--- src/rtl/rtc_calendar_core.sv ---
// Calendar timekeeping core: one-second divider, Gregorian date cascade,
// valid/ready field writes with range checks, 12/24-hour display and minute alarm.
module rtc_calendar_core #(
    parameter int TICK_DIV = 50000000,
    parameter int YEAR_W   = 16,
    parameter int RST_YEAR = 2000,
    parameter int RST_WEEK = 6
) (
    input  logic              clk,
    input  logic              rst,
    input  logic              set_valid,
    output logic              set_ready,
    input  logic [2:0]        set_field,
    input  logic [YEAR_W-1:0] set_value,
    output logic              set_err,
    input  logic              mode_12h,
    input  logic              alarm_en,
    input  logic [4:0]        alarm_hour,
    input  logic [5:0]        alarm_min,
    output logic [5:0]        sec,
    output logic [5:0]        min,
    output logic [4:0]        hour,
    output logic [4:0]        hour_disp,
    output logic              pm,
    output logic [4:0]        day,
    output logic [3:0]        month,
    output logic [YEAR_W-1:0] year,
    output logic [2:0]        week,
    output logic              sec_pulse,
    output logic              alarm_hit
);

    localparam int DIV_W = $clog2(TICK_DIV);

    function automatic logic is_leap(input logic [YEAR_W-1:0] y);
        return (y[1:0] == 2'b00) &&
               (((y % YEAR_W'(100)) != '0) || ((y % YEAR_W'(400)) == '0));
    endfunction

    function automatic logic [4:0] month_len(input logic [3:0] m, input logic leap);
        case (m)
            4'd2:                    return leap ? 5'd29 : 5'd28;
            4'd4, 4'd6, 4'd9, 4'd11: return 5'd30;
            default:                 return 5'd31;
        endcase
    endfunction

    logic [DIV_W-1:0]  r_div;
    logic              r_pending;
    logic              r_sec_pulse;
    logic              r_set_err;
    logic              r_alarm_hit;
    logic [5:0]        r_sec;
    logic [5:0]        r_min;
    logic [4:0]        r_hour;
    logic [4:0]        r_day;
    logic [3:0]        r_month;
    logic [YEAR_W-1:0] r_year;
    logic [2:0]        r_week;

    logic              w_tick;
    logic              w_accept;
    logic              w_do_adv;
    logic              w_sec_wr;
    logic [4:0]        w_cur_len;

    logic [5:0]        w_adv_sec;
    logic [5:0]        w_adv_min;
    logic [4:0]        w_adv_hour;
    logic [4:0]        w_adv_day;
    logic [3:0]        w_adv_month;
    logic [YEAR_W-1:0] w_adv_year;
    logic [2:0]        w_adv_week;

    logic              w_wr_ok;
    logic [4:0]        w_new_len;
    logic [5:0]        w_wr_sec;
    logic [5:0]        w_wr_min;
    logic [4:0]        w_wr_hour;
    logic [4:0]        w_wr_day;
    logic [3:0]        w_wr_month;
    logic [YEAR_W-1:0] w_wr_year;
    logic [2:0]        w_wr_week;

    assign w_tick    = (r_div == DIV_W'(TICK_DIV - 1));
    assign w_accept  = set_valid & ~r_pending;
    // A tick that lands on an accepted write is replayed on the following edge.
    assign w_do_adv  = (w_tick & ~w_accept) | r_pending;
    assign w_sec_wr  = w_accept & w_wr_ok & (set_field == 3'd0);
    assign w_cur_len = month_len(r_month, is_leap(r_year));

    // One-second advance cascade computed from the current registers.
    always_comb begin
        w_adv_sec   = r_sec;
        w_adv_min   = r_min;
        w_adv_hour  = r_hour;
        w_adv_day   = r_day;
        w_adv_month = r_month;
        w_adv_year  = r_year;
        w_adv_week  = r_week;
        if (r_sec == 6'd59) begin
            w_adv_sec = 6'd0;
            if (r_min == 6'd59) begin
                w_adv_min = 6'd0;
                if (r_hour == 5'd23) begin
                    w_adv_hour = 5'd0;
                    w_adv_week = (r_week == 3'd6) ? 3'd0 : r_week + 3'd1;
                    if (r_day >= w_cur_len) begin
                        w_adv_day = 5'd1;
                        if (r_month == 4'd12) begin
                            w_adv_month = 4'd1;
                            w_adv_year  = r_year + YEAR_W'(1);
                        end else begin
                            w_adv_month = r_month + 4'd1;
                        end
                    end else begin
                        w_adv_day = r_day + 5'd1;
                    end
                end else begin
                    w_adv_hour = r_hour + 5'd1;
                end
            end else begin
                w_adv_min = r_min + 6'd1;
            end
        end else begin
            w_adv_sec = r_sec + 6'd1;
        end
    end

    // Field write decode with range check; month/year writes clamp the day.
    always_comb begin
        w_wr_ok    = 1'b0;
        w_new_len  = w_cur_len;
        w_wr_sec   = r_sec;
        w_wr_min   = r_min;
        w_wr_hour  = r_hour;
        w_wr_day   = r_day;
        w_wr_month = r_month;
        w_wr_year  = r_year;
        w_wr_week  = r_week;
        case (set_field)
            3'd0: begin
                if (set_value <= YEAR_W'(59)) begin
                    w_wr_ok  = 1'b1;
                    w_wr_sec = set_value[5:0];
                end else begin
                    w_wr_ok = 1'b0;
                end
            end
            3'd1: begin
                if (set_value <= YEAR_W'(59)) begin
                    w_wr_ok  = 1'b1;
                    w_wr_min = set_value[5:0];
                end else begin
                    w_wr_ok = 1'b0;
                end
            end
            3'd2: begin
                if (set_value <= YEAR_W'(23)) begin
                    w_wr_ok   = 1'b1;
                    w_wr_hour = set_value[4:0];
                end else begin
                    w_wr_ok = 1'b0;
                end
            end
            3'd3: begin
                if ((set_value >= YEAR_W'(1)) && (set_value <= YEAR_W'(w_cur_len))) begin
                    w_wr_ok  = 1'b1;
                    w_wr_day = set_value[4:0];
                end else begin
                    w_wr_ok = 1'b0;
                end
            end
            3'd4: begin
                if ((set_value >= YEAR_W'(1)) && (set_value <= YEAR_W'(12))) begin
                    w_wr_ok    = 1'b1;
                    w_wr_month = set_value[3:0];
                    w_new_len  = month_len(set_value[3:0], is_leap(r_year));
                    w_wr_day   = (r_day > w_new_len) ? w_new_len : r_day;
                end else begin
                    w_wr_ok = 1'b0;
                end
            end
            3'd5: begin
                w_wr_ok   = 1'b1;
                w_wr_year = set_value;
                w_new_len = month_len(r_month, is_leap(set_value));
                w_wr_day  = (r_day > w_new_len) ? w_new_len : r_day;
            end
            3'd6: begin
                if (set_value <= YEAR_W'(6)) begin
                    w_wr_ok   = 1'b1;
                    w_wr_week = set_value[2:0];
                end else begin
                    w_wr_ok = 1'b0;
                end
            end
            default: w_wr_ok = 1'b0;
        endcase
    end

    // State update: reset, then write, then (possibly deferred) advance.
    always_ff @(posedge clk) begin
        if (rst) begin
            r_div       <= '0;
            r_pending   <= 1'b0;
            r_sec_pulse <= 1'b0;
            r_set_err   <= 1'b0;
            r_alarm_hit <= 1'b0;
            r_sec       <= 6'd0;
            r_min       <= 6'd0;
            r_hour      <= 5'd0;
            r_day       <= 5'd1;
            r_month     <= 4'd1;
            r_year      <= YEAR_W'(RST_YEAR);
            r_week      <= 3'(RST_WEEK);
        end else begin
            r_sec_pulse <= w_tick;
            r_set_err   <= w_accept & ~w_wr_ok;
            r_alarm_hit <= w_do_adv & alarm_en & (w_adv_sec == 6'd0) &
                           (w_adv_min == alarm_min) & (w_adv_hour == alarm_hour);
            r_pending   <= w_tick & w_accept & ~w_sec_wr;
            if (w_sec_wr || w_tick) begin
                r_div <= '0;
            end else begin
                r_div <= r_div + DIV_W'(1);
            end
            if (w_accept) begin
                r_sec   <= w_wr_sec;
                r_min   <= w_wr_min;
                r_hour  <= w_wr_hour;
                r_day   <= w_wr_day;
                r_month <= w_wr_month;
                r_year  <= w_wr_year;
                r_week  <= w_wr_week;
            end else if (w_do_adv) begin
                r_sec   <= w_adv_sec;
                r_min   <= w_adv_min;
                r_hour  <= w_adv_hour;
                r_day   <= w_adv_day;
                r_month <= w_adv_month;
                r_year  <= w_adv_year;
                r_week  <= w_adv_week;
            end else begin
                r_sec   <= r_sec;
                r_min   <= r_min;
                r_hour  <= r_hour;
                r_day   <= r_day;
                r_month <= r_month;
                r_year  <= r_year;
                r_week  <= r_week;
            end
        end
    end

    assign set_ready = ~r_pending;
    assign set_err   = r_set_err;
    assign sec_pulse = r_sec_pulse;
    assign alarm_hit = r_alarm_hit;
    assign sec       = r_sec;
    assign min       = r_min;
    assign hour      = r_hour;
    assign day       = r_day;
    assign month     = r_month;
    assign year      = r_year;
    assign week      = r_week;
    assign pm        = (r_hour >= 5'd12);

    // Midnight and noon both read as 12 on a 12-hour face.
    always_comb begin
        if (!mode_12h) begin
            hour_disp = r_hour;
        end else if ((r_hour == 5'd0) || (r_hour == 5'd12)) begin
            hour_disp = 5'd12;
        end else if (r_hour > 5'd12) begin
            hour_disp = r_hour - 5'd12;
        end else begin
            hour_disp = r_hour;
        end
    end

endmodule

--- config.mk ---
export PLATFORM = sky130hd
export DESIGN_NAME = rtc_calendar_core
export DESIGN_NICKNAME = d
export VERILOG_FILES = /design/src/rtl/rtc_calendar_core.sv
export SDC_FILE = /design/constraint.sdc
export NUM_CORES = 1
export LEC_CHECK = 0
export ABC_CLOCK_PERIOD_IN_PS = 10300
export CORE_ASPECT_RATIO = 0.8
export CORE_MARGIN = 4
export CORE_UTILIZATION = 25
export CTS_CLUSTER_SIZE = 14
export DETAILED_ROUTE_END_ITERATION = 10
export GPL_TIMING_DRIVEN = 0
export SYNTH_ARGS = -nofsm -noshare
export SYNTH_HDL_FRONTEND = slang
export SYNTH_SLANG_ARGS = --single-unit
--- constraint.sdc ---
create_clock -name clk -period 10.3 [get_ports clk]
set_input_delay 1.03 -clock clk [delete_from_list [all_inputs] [get_ports clk]]
set_output_delay 1.03 -clock clk [all_outputs]
set_load 0.1 [all_outputs]
==> impl_metrics.tcl, run 1 <==
set metrics [dict create \
    utilization 0.305 \
    timing.critical_path.from "year[11]$_SDFFE_PP0P_" \
    rsz0062_at_grt "no" \
    slew_headroom 0.199 \
    cts.sinks 75 \
    wl_per_cell_um 16.8 \
    vias_per_cell 5.61 \
    drc_errors 0 \
    synth.area.top_cells "dfxtp_1 (17%), nor2_1 (6.4%), a21oi_1 (5.6%)" \
    area_growth_pct 19.7 \
    cts_setup_buffers 0 \
    setup_violations 0 \
    cp.depth 37 \
    coreArea_um2 35000 \
    crit_path_max_fanout 10 \
    drt-total-wl_um 30900 \
    setup_tns_ns 0 \
    setup.worst_path.end_class "register" \
    met2_wirelength_um 13100 \
    yosys_warnings 0 \
    tightestPinTransition_ns 1.17 \
    first_iter_violations 952 \
    wl_met3_um 2070 \
    layout.nets 1413 \
    max_freq_ghz 0.106 \
    critical_path.top_delay_family "compound AO/OA/AOI/OAI gates" \
    syn_nets 1316 \
    hp-class "register to register" \
    regToRegStartpoint "year[11]$_SDFFE_PP0P_" \
    yosysSeqAreaShare 0.168 \
    avgSynthCellArea_um2 7.08 \
    top_layer "met4" \
    yosys.area.top_type_share 0.168 \
    p_leak_nw 3.70 \
    fin_crit_sh 0.913 \
    ctsLongestPathBuffers 2 \
    via_count 10300 \
    cts_buffers 9 \
    antenna_found_initial 0 \
    initial_utilization 0.255 \
    antenna_left 0 \
    max_cap_viol_count 0 \
    worst_setup_path_start_kind "register" \
    reg2regPathDepth 37 \
    grt_overflow 0 \
    finalWeightedCongestion 0.923 \
    hold_ws_ns 0.475 \
    netlist_instances 1258 \
    dp_hpwl_um 24200 \
    hold_viol_final 0 \
    chipHeight_um 177 \
    ir_worst_vdd_mv 0.0755 \
    cts.reportedPaths.clkPinSlew_ns 0.07 \
    min_path_cells 1 \
    cts_max_level 3 \
    cts_tree "yes" \
    clk_latency_ns 0.35 \
    r2r_slack_ns 0.90 \
    ioPinCount 90 \
    synth_edf_count 0 \
    ff_latch_area_um2 1500 \
    grtUsageTotal 0.152 \
    grt_max_degree 16 \
    num_rows 61 \
    n_fill_cell 3820 \
    root_buffer "clkbuf_16" \
    path_buf_inv 5 \
    drive_above_1_share 0.0853 \
    cp_slowest_cell "nor4_2" \
    diodes 0 \
    final_cells 1832 \
    cts-resized-gates 0 \
    grt_pass1_wl_um 49100 \
    slew_violations 0 \
    yosys.area.top_type "dfxtp_1" \
    status "completed" \
    synth_area_um2 8910 \
    m1WireLength_um 14800 \
    place_inst 1816 \
    multi_input_area_um2 6870 \
    yosys_register_bits 75 \
    yosysUniqueCellTypes 110 \
    cp.arrival_ns 9.63 \
    dieArea_um2 38800 \
    worstSetupPathType "register to register" \
    fin_worst_skew_ns 0.00876 \
    cp.required_ns 10.53 \
    grt_pass1_vias 9285 \
    hp-start "r_div[0]$_SDFF_PP0_" \
    synth_top_flop_cell "dfxtp_1" \
    dr.pass1.iters 5 \
    cpPeakStageDelay_ns 0.66 \
    powerDensity_nw_per_um2 122 \
    die_width_um 219 \
    postCtsHoldBufs 0 \
    io_buffers 86 \
    layout_min_cycle_time_ns 9.40 \
    async_reset_ff_frac 0 \
]
-- where the power goes --
part | switching, mW | internal [mW]
sequential | 0.00686 | 0.294
clock | 0.141 | 0.192
combinational | 0.403 | 0.266
-- routing by layer --
metal  GRT usage  vias up
met4      0.0474        0
li1            -     4948
met1       0.221     4866
met5           0        -
met2       0.228      405
met3      0.0257       52
-- synthesized netlist by cell type (7+ instances only) --
cell type,count
o31ai_1,11
nor3_1,46
clkbuf_1,48
o211ai_1,17
nand3_1,53
o21ai_0,75
and3_1,16
o21ai_1,8
nor2_1,153
a22oi_1,11
or3_1,12
xor2_1,21
a211o_1,11
ha_1,23
a311oi_1,8
a21o_1,18
buf_2,21
nand4_1,12
a31oi_1,13
a21oi_1,99
nor2b_1,12
dfxtp_1,75
and2_1,9
nand3b_1,12
inv_1,36
nand2b_1,15
a21boi_0,10
o2111ai_1,7
nand2_1,109
or2_2,11
buf_4,8
o211a_1,7
mux2i_1,9
a221oi_1,7
o22ai_1,15
nor4_1,10
xnor2_1,36
a211oi_1,20
-- cell families after synthesis --
| group | after synthesis | share of synthesized area |
|---|---|---|
| buffers and inverters | 121 | 0.0606 |
| AOI/OAI and AO/OA | 454 | 0.374 |
| DFF | 75 | 0.168 |
| adders and majority gates | 28 | 0.0382 |
| and+or+nand+nor | 507 | 0.281 |
| muxes | 13 | 0.0152 |
| xor gates and xnor gates | 60 | 0.0628 |
-- cell usage in the layout (no fill, tap or decap), types with 15 or more instances in the layout --
cell,synthesis,routed
o21ai_0,75,75
buf_2,21,21
nand2b_1,15,15
a21o_1,18,18
ha_1,23,23
clkdlybuf4s50_1,0,86
nand3_1,53,53
xor2_1,21,21
a21oi_1,99,99
and3_1,16,16
inv_1,36,36
clkbuf_1,48,48
xnor2_1,36,36
nor3_1,46,46
o211ai_1,17,17
dfxtp_1,75,75
a211oi_1,20,20
o22ai_1,15,15
nand2_1,109,109
nor2_1,153,153
-- worst paths after layout --
check,endpoint
worst max-delay path,year[12]$_SDFFE_PP0P_
worst min-delay path,r_div[0]$_SDFF_PP0_
worst max register to register,year[12]$_SDFFE_PP0P_
worst min register to register,r_div[0]$_SDFF_PP0_
-- sequential cells by signal (all words and copies together) (netlist names) --
name,flops
sec,6
set_err,1
sec_pulse,1
hour,5
r_div,26
month,4
day,5
week,3
min,6
r_pending,1
alarm_hit,1
year,16
-- per-stage QoR --
step	instance area, µm²	power [mW]	worst slack (ns)
3_5_place_dp	10400	0.964	0.709
4_1_cts	10700	1.30	1.03
5_1_grt	10700	1.39	0.224
6_report	10700	1.30	0.896
3_3_place_gp	10400	0.954	0.888
2_1_floorplan	8910	0.831	2.09
-- area by class of cell --
| type | instances | share of cell area |
|---|---|---|
| sequential | 75 | 0.141 |
| buffer | 84 | 0.0376 |
| timing repair buffer | 86 | 0.0807 |
| tap | 472 | 0.0553 |
| clock buffer | 9 | 0.0211 |
| multi-input combinational | 1062 | 0.644 |
| inverter | 37 | 0.0130 |
| clock inverter | 7 | 0.00762 |
(Power assumes the default switching activity.)
==> run 2, diff against run 1 <==
Settings changed: SETUP_SLACK_MARGIN set to 0.5.
==> run 2 against run 1 <==
Non-clock buffer count did not move. Via count is 0.41% lower. Highest routed layer unchanged. Critical path depth down 4. Sequential share of layout area about the same. Clock skew is 0.00064 ns lower.
==> impl_metrics.tcl, run 2 (synthesis results as in run 1) <==
set metrics [dict create \
    cts.reportedPaths.clkPinSlew_ns 0.07 \
    status "completed" \
    powerDensity_nw_per_um2 122 \
    pwr-share-clk 0.255 \
    cp_slowest_cell "or4b_1" \
    power_switching_mw 0.554 \
    grtUsageTotal 0.152 \
    cp.required_ns 10.51 \
    crit_path_max_fanout 10 \
    cts_buffers 9 \
    diodes 0 \
    antenna_found_initial 0 \
    root_buffer "clkbuf_16" \
    design_area_um2 10700 \
    grt_pass1_vias 9285 \
    seqPwrFrac 0.230 \
    drive_above_1_share 0.0904 \
    vias_per_cell 5.58 \
    top_register "r_div" \
    antenna_left 0 \
    num_rows 61 \
    final_cells 1832 \
    grt_pass1_wl_um 49100 \
    ctsLongestPathBuffers 2 \
    fin_crit_sh 0.888 \
    wl_per_cell_um 16.9 \
    cpPeakStageDelay_ns 0.66 \
    crit_top_cell "a211o_1" \
    cp.arrival_ns 9.35 \
    via_count 10200 \
    largest_reg_flops 26 \
    first_iter_violations 883 \
    place_inst 1816 \
    worstSetupPathType "input port to register" \
    grt_overflow 0 \
    ir_worst_vdd_mv 0.0759 \
    layout_commonest_cell "nor2_1" \
    clk_latency_ns 0.35 \
    dr.pass1.iters 5 \
    drc_errors 0 \
    tightestPinTransition_ns 1.17 \
    comb_power_share 0.515 \
    io_buffers 86 \
    cts_max_level 3 \
    initial_utilization 0.255 \
    place_ws_ns 0.709 \
    setup_violations 0 \
    dieArea_um2 38800 \
    area_growth_pct 20.1 \
    setup_tns_ns 0 \
    cts.sinks 75 \
    dpl_cell_area_um2 10400 \
    setup.worst_path.end_class "register" \
    fin_worst_skew_ns 0.00812 \
    die_width_um 219 \
    hold_viol_final 0 \
    slew_violations 0 \
    hp-class "register to register" \
    slew_headroom 0.200 \
    cts_setup_buffers 0 \
    chipHeight_um 177 \
    finalWeightedCongestion 0.923 \
    drt-total-wl_um 31000 \
    cts_tree "yes" \
    layout.nets 1413 \
    p_leak_nw 3.71 \
    fin_ws_ns 1.16 \
    mostFrequentLayoutCells "nor2_1 (152), nand2_1 (109), a21oi_1 (99)" \
    dp_hpwl_um 24200 \
    layout_min_cycle_time_ns 9.14 \
    coreArea_um2 35000 \
    ioPinCount 90 \
    p_sw_frac 0.423 \
    max_freq_ghz 0.109 \
    worst_setup_path_start_kind "input port" \
    rsz0062_at_grt "no" \
    internal-power_mw 0.754 \
    max_cap_viol_count 0 \
    hold_ws_ns 0.473 \
    grt_max_degree 16 \
]
## run 2: power by group through the flow
stage	logic, mW	clock network (mW)	registers, mW
after detailed placement	0.657	0	0.307
after global placement	0.647	0	0.307
after CTS	0.659	0.341	0.301
final	0.674	0.334	0.301
after global routing	0.738	0.349	0.301
after floorplan	0.504	0	0.327
## run 2: layer usage
metal	global-route usage	routed length [µm]	vias to the layer above
met5	0	0	-
met3	0.0257	2150	44
met1	0.221	14800	4850
li1	-	-	4944
met2	0.228	13200	391
met4	0.0474	784	0
## run 2: worst paths after layout
path                                               to  depth (start not counted)  slack [ns]                  start
worst max register to register  year[12]$_SDFFE_PP0P_                         37        1.33  year[13]$_SDFFE_PP0P_
worst min-delay path              r_div[0]$_SDFF_PP0_                          1        0.47    r_div[0]$_SDFF_PP0_
worst min register to register    r_div[0]$_SDFF_PP0_                          1        0.47    r_div[0]$_SDFF_PP0_
worst max-delay path              day[0]$_SDFFE_PP1P_                         33        1.16          set_value[12]
## run 2: per-stage QoR
step            util  power [mW]
6_report       0.306        1.31
5_1_grt        0.306        1.39
4_1_cts        0.305        1.30
3_5_place_dp   0.296       0.964
3_3_place_gp   0.296       0.954
2_1_floorplan      -       0.831
## run 2: cell type report
cell class	instances	area [µm²]
fill	3819	24300
multi-input combinational	1062	6900
sequential	75	1500
timing repair buffer	86	861
tap	472	591
buffer	84	405
clock buffer	9	225
inverter	37	139
clock inverter	7	81.3
## run 2: critical path: cells and delay by family
family	cells	cell delay (ns)
buffers and inverters	3	0.97
multiplexers	1	0.44
adder cells (fa/ha/maj)	2	0.61
XOR/XNOR	1	0.17
AO/OA/AOI/OAI	20	4.43
AND/OR/NAND/NOR	6	1.66
## run 2: repair_timing
| action | CTS | global route |
|---|---|---|
| resized for setup | 0 | 11 |
| endpoints found under the setup margin | 0 | 5 |
| hold buffers | 0 | 0 |
==> run 3, diff against run 2 <==
Settings changed: CTS_BUF_LIST set to sky130_fd_sc_hd__clkbuf_16.
==> results of run 3 <==
No change in the layout: final DEF, timing and power equal those of run 2.
